**src/rtl/rom_arbiter.sv**
```systemverilog
// rom_arbiter: shares the single-port instruction ROM between fetch (ibus)
// and the memory-stage load path (dbus). One grant per cycle, one-cycle read
// latency, out-of-range addresses are faulted without touching the ROM.
//
// Response owner register (loaded every cycle from the current grant):
//   state    | meaning
//   OWN_NONE | no read issued last cycle, all responses idle
//   OWN_IBUS | last cycle's grant went to fetch; its response is due now
//   OWN_DBUS | last cycle's grant went to the load path; its response is due now
module rom_arbiter #(
  parameter int WIDTH          = 32,
  parameter int ROM_ADDR_WIDTH = 10,
  parameter int MAX_STREAK     = 4
) (
  input  logic                      clk,
  input  logic                      rst_n,
  input  logic                      ibus_req,
  input  logic [WIDTH-1:0]          ibus_addr,
  output logic                      ibus_gnt,
  output logic                      ibus_rvalid,
  output logic [WIDTH-1:0]          ibus_rdata,
  output logic                      ibus_fault,
  input  logic                      dbus_req,
  input  logic [WIDTH-1:0]          dbus_addr,
  output logic                      dbus_gnt,
  output logic                      dbus_rvalid,
  output logic [WIDTH-1:0]          dbus_rdata,
  output logic                      dbus_fault,
  output logic                      rom_en,
  output logic [ROM_ADDR_WIDTH-1:0] rom_addr,
  input  logic [WIDTH-1:0]          rom_data
);

  typedef enum logic [1:0] {
    OWN_NONE = 2'd0,
    OWN_IBUS = 2'd1,
    OWN_DBUS = 2'd2
  } owner_e;

  localparam logic [3:0] STREAK_MAX = 4'(MAX_STREAK);

  owner_e owner_q, owner_d;
  logic   fault_q, fault_d;
  logic [3:0] streak_q, streak_d;

  logic [ROM_ADDR_WIDTH-1:0] ibus_word, dbus_word;
  logic ibus_oor, dbus_oor;

  // Byte-offset bits never select anything in a word-wide ROM.
  logic unused_addr_lsb;
  assign unused_addr_lsb = ^{ibus_addr[1:0], dbus_addr[1:0]};

  assign ibus_word = ibus_addr[ROM_ADDR_WIDTH+1:2];
  assign dbus_word = dbus_addr[ROM_ADDR_WIDTH+1:2];
  assign ibus_oor  = |ibus_addr[WIDTH-1:ROM_ADDR_WIDTH+2];
  assign dbus_oor  = |dbus_addr[WIDTH-1:ROM_ADDR_WIDTH+2];

  // Arbitration, ROM drive and next owner/fault/streak; everything quiet in reset.
  always_comb begin
    ibus_gnt = 1'b0;
    dbus_gnt = 1'b0;
    owner_d  = OWN_NONE;
    fault_d  = 1'b0;
    streak_d = '0;
    rom_en   = 1'b0;
    rom_addr = '0;
    if (rst_n) begin
      // dbus wins ties until fetch has watched MAX_STREAK dbus grants in a row
      if (dbus_req && !(ibus_req && streak_q >= STREAK_MAX)) begin
        dbus_gnt = 1'b1;
        owner_d  = OWN_DBUS;
        fault_d  = dbus_oor;
      end else if (ibus_req) begin
        ibus_gnt = 1'b1;
        owner_d  = OWN_IBUS;
        fault_d  = ibus_oor;
      end
      // a faulting winner still burns the slot but keeps the ROM idle
      if (owner_d != OWN_NONE && !fault_d) begin
        rom_en   = 1'b1;
        rom_addr = dbus_gnt ? dbus_word : ibus_word;
      end
      if (dbus_gnt && ibus_req) begin
        streak_d = (streak_q >= STREAK_MAX) ? STREAK_MAX : streak_q + 4'd1;
      end
    end
  end

  // Response and fairness state registers.
  always_ff @(posedge clk) begin
    if (!rst_n) begin
      owner_q  <= OWN_NONE;
      fault_q  <= 1'b0;
      streak_q <= '0;
    end else begin
      owner_q  <= owner_d;
      fault_q  <= fault_d;
      streak_q <= streak_d;
    end
  end

  // Route ROM data to last cycle's owner; faults return zero data.
  always_comb begin
    ibus_rvalid = rst_n && (owner_q == OWN_IBUS);
    dbus_rvalid = rst_n && (owner_q == OWN_DBUS);
    ibus_fault  = ibus_rvalid && fault_q;
    dbus_fault  = dbus_rvalid && fault_q;
    ibus_rdata  = (ibus_rvalid && !fault_q) ? rom_data : '0;
    dbus_rdata  = (dbus_rvalid && !fault_q) ? rom_data : '0;
  end

endmodule

```
**config.mk**
```make
export PLATFORM = sky130hd
export DESIGN_NAME = rom_arbiter
export DESIGN_NICKNAME = d
export VERILOG_FILES = /design/src/rtl/rom_arbiter.sv
export SDC_FILE = /design/constraint.sdc
export NUM_CORES = 1
export LEC_CHECK = 0
export ABC_AREA = 1
export CORE_ASPECT_RATIO = 1.5
export CORE_UTILIZATION = 22
export CTS_BUF_LIST = sky130_fd_sc_hd__clkbuf_8 sky130_fd_sc_hd__clkbuf_16
export DETAILED_ROUTE_END_ITERATION = 10
export PLACE_DENSITY = 0.82
export SETUP_SLACK_MARGIN = 0.5
export SLEW_MARGIN = 40
export SYNTH_ARGS = -nofsm -noshare
export SYNTH_HDL_FRONTEND = slang
export SYNTH_SLANG_ARGS = --single-unit
export TNS_END_PERCENT = 1
```
**constraint.sdc**
```tcl
create_clock -name clk -period 1.7 [get_ports clk]
set_input_delay 0.34 -clock clk [delete_from_list [all_inputs] [get_ports clk]]
set_output_delay 0.34 -clock clk [all_outputs]
set_load 0.005 [all_outputs]
```
==> reports/results.tsv <==
stage	metric	value	unit
timing	maximum operating frequency	481	MHz
synthesis	number of synthesized register bits	7	
setup_path	critical path, cell by cell	clkdlybuf4s50_1 > nor2_1 > and2_1 > nand3_2 > nand2_2 > nand3_2 > buf_12 > buf_12 > nor2_4 > buf_2	
setup_path	family with the most delay on the worst path	buffers and inverters	
timing	Post-Route Setup TNS	-4370	ps
global_routing	wire length of the first global-routing pass	8410	microns
power_and_ir_drop	leakage power total	1.84	nW
synthesis	gate count of the mapped netlist	232	
clocking	worst skew pair latency	220	ps
run_status	status	finished with violations	
place	cell area after placement	3040	sq um
clocking	CTS buffer count	3	
synthesis	part of the Yosys area used for sequential elements	0.128	
clocking	count of clock tree sinks	7	
flow_run	# Max-Cap Violations	0	
cells_and_area	fraction of layout cells with a size suffix above 1	0.402	
timing	Final Max Tran Viols	0	
clocking	TritonCTS clock tree	done	
synthesis	Synth Warn #	0	
synthesis	synthesized netlist net count	333	
place	port bufs	176	
place	half-perimeter wire length after detailed placement	4360	microns
setup_path	CP Capture Type	output pin	
cells_and_area	Post-layout nets	535	
synthesis	area of the mapped netlist	1100	sq um
clocking	CTS max path bufs	2	
timing	minimum clock period	2080	ps
floorplan	core footprint	4810	sq um
timing	RSZ-0062 raised after global routing	yes	
timing	post-route fraction of the period consumed by the critical path	1.22	
cells_and_area	Area growth, synth to finish	182	%
clocking	number of hold buffers added after cts	0	
global_routing	total congestion overflow	0	
floorplan	Initial Utilization	0.228	
route	detailed-routing iteration count for the pre-antenna-repair pass	4	
global_routing	largest net degree at the start of global routing	17	
cells_and_area	Antenna Diode Count	0	
timing	Fin Clk Skew	0.838	ps
setup_path	required time at the endpoint of the critical path	1360	ps
setup_path	number of buffer and inverter instances along the worst setup path	4	
synthesis	Distinct cells, synth	22	
route	via total after detailed routing	2069	
run_status	violations in the final reports	setup timing	
power_and_ir_drop	Cell Pwr Density	300	nW/um^2
setup_path	highest fanout seen on the critical path	6	
timing	number of hold violations in the final report	0	
clocking	clock-pin slew reported for the worst setup and hold paths after clock tree synthesis	40	ps
cells_and_area	most common cell after layout, fill and taps aside	sky130_fd_sc_hd__buf_2	
route	remaining design rule violation count	0	
floorplan	standard-cell rows	31	
setup_path	CP max-delay cell	sky130_fd_sc_hd__clkdlybuf4s50_1	
floorplan	count of boundary I/O pins	181	
setup_path	critical path data arrival time	1740	ps
clocking	H-tree level count	1	
global_routing	global-route total usage across every layer	0.210	
global_routing	number of antenna violations at the first check in global routing	0	
power_and_ir_drop	total power draw	0.927	mW
setup_path	maximum cell stage delay along the critical path	410	ps
setup_path	startpoint kind of the worst setup timing path	input port	
worst_hold_path	hold_sp	streak_q[0]	
route	DR WL/cell	11.9	microns
route	ANT nets after route	0	
route	Iter 0 DRT Violations	49	
timing	Finish-stage setup viols	36	
setup_path	Setup crit start	dbus_addr[31]	
cells_and_area	commonest non-fill, non-tap cells in the layout	71 x sky130_fd_sc_hd__buf_2, 66 x sky130_fd_sc_hd__nor2_1, 54 x sky130_fd_sc_hd__clkdlybuf4s50_1	
global_routing	number of global-route vias before repair	1951	
setup_path	path type of the worst setup path	input port to output pin	
synthesis	synthesized area per cell	4.72	sq um
worst_hold_path	path class of the lowest-slack min-delay path	register to register	
power_and_ir_drop	Max VDD drop	0.250	mV
place	routability cong.	0.791	
floorplan	floorplan die area	5270	sq um
route	Detailed Route WL	5920	microns
route	post-DR vias/cell	4.15	
timing	crit path setup slack, layout	-378	ps
clocking	CTS root buf	sky130_fd_sc_hd__clkbuf_8	
setup_path	critical register-to-register path startpoint	streak_q[3]	
floorplan	horizontal extent of the die	59.6	microns
floorplan	height of the die	88.4	microns
cells_and_area	post-layout instance area	3090	sq um
cells_and_area	end-of-flow core utilization	0.642	
## area by class of cell
type                       count  area [sq um]
multi-input combinational    166           868
inverter                      51           196
fill                         482          1720
timing repair buffer         205          1750
clock inverter                 1          3.75
tap                           66          82.6
clock buffer                   3          41.3
sequential                     7           143
## logic make-up (layout without fill, tap and decap cells)
logic type | after synthesis | after routing | synth area share
AOI/OAI and AO/OA | 3 | 4 | 0.0240
adders and majority gates | 1 | 1 | 0.0114
buffers and inverters | 60 | 260 | 0.229
DFF | 7 | 7 | 0.128
other | 1 | 1 | 0.00342
and+or+nand+nor | 160 | 160 | 0.604
## power breakdown
| group | internal [mW] | switching (mW) | leakage (nW) | total [mW] |
|---|---|---|---|---|
| clock | 0.156 | 0.0688 | 0.0269 | 0.225 |
| sequential | 0.173 | 0.00415 | 0.0584 | 0.177 |
| combinational | 0.312 | 0.213 | 1.75 | 0.525 |
| total | 0.641 | 0.286 | 1.84 | 0.927 |
## final timing paths
kind                            cells after the start           to  slack, ps
worst min register to register                      1  streak_q[0]        430
worst max-delay path                               10  rom_addr[8]       -380
worst max register to register                      6      fault_q        410
worst min-delay path                                1  streak_q[0]        430
## per-stage QoR
| step | hold slack (ps) | setup WS (ps) | std cells |
|---|---|---|---|
| floorplan | 399 | 224 | 232 |
| global placement | 407 | -738 | 481 |
| detailed placement | 420 | -759 | 481 |
| CTS | 423 | -379 | 498 |
| global route | 438 | -439 | 499 |
| finish | 426 | -378 | 499 |
## state kept, by name (all words and copies together) (netlist names)
register / count
fault_q: 1
owner_q: 2
streak_q: 4
## routing by layer
layer  vias up  GRT usage  part of all wire
li1       1053          -                 -
met1       878      0.163              0.29
met2       132      0.443              0.55
met3         6     0.0906              0.15
met4         0     0.0592             0.010
met5         -          0                 0
## what timing repair did
item,CTS,global route
gates cloned,4,0
setup endpoints to repair,86,85
setup buffers,9,1
gates resized for setup,340,80
pin swaps,62,26
hold endpoints to repair,0,0
## synthesized netlist by cell type, drive strengths merged
library cell  number  share of area
a21oi              3          0.024
and2               2          0.011
buf                6          0.045
clkbuf             3          0.010
clkinv             1         0.0034
conb               1         0.0034
dfxtp              7           0.13
ha                 1          0.011
inv               50           0.17
nand2             43           0.15
nand3              4          0.023
nor2             106           0.39
nor3               3          0.018
nor4               1         0.0057
or2                1         0.0080
No activity file was read; power rests on OpenSTA's default activity.
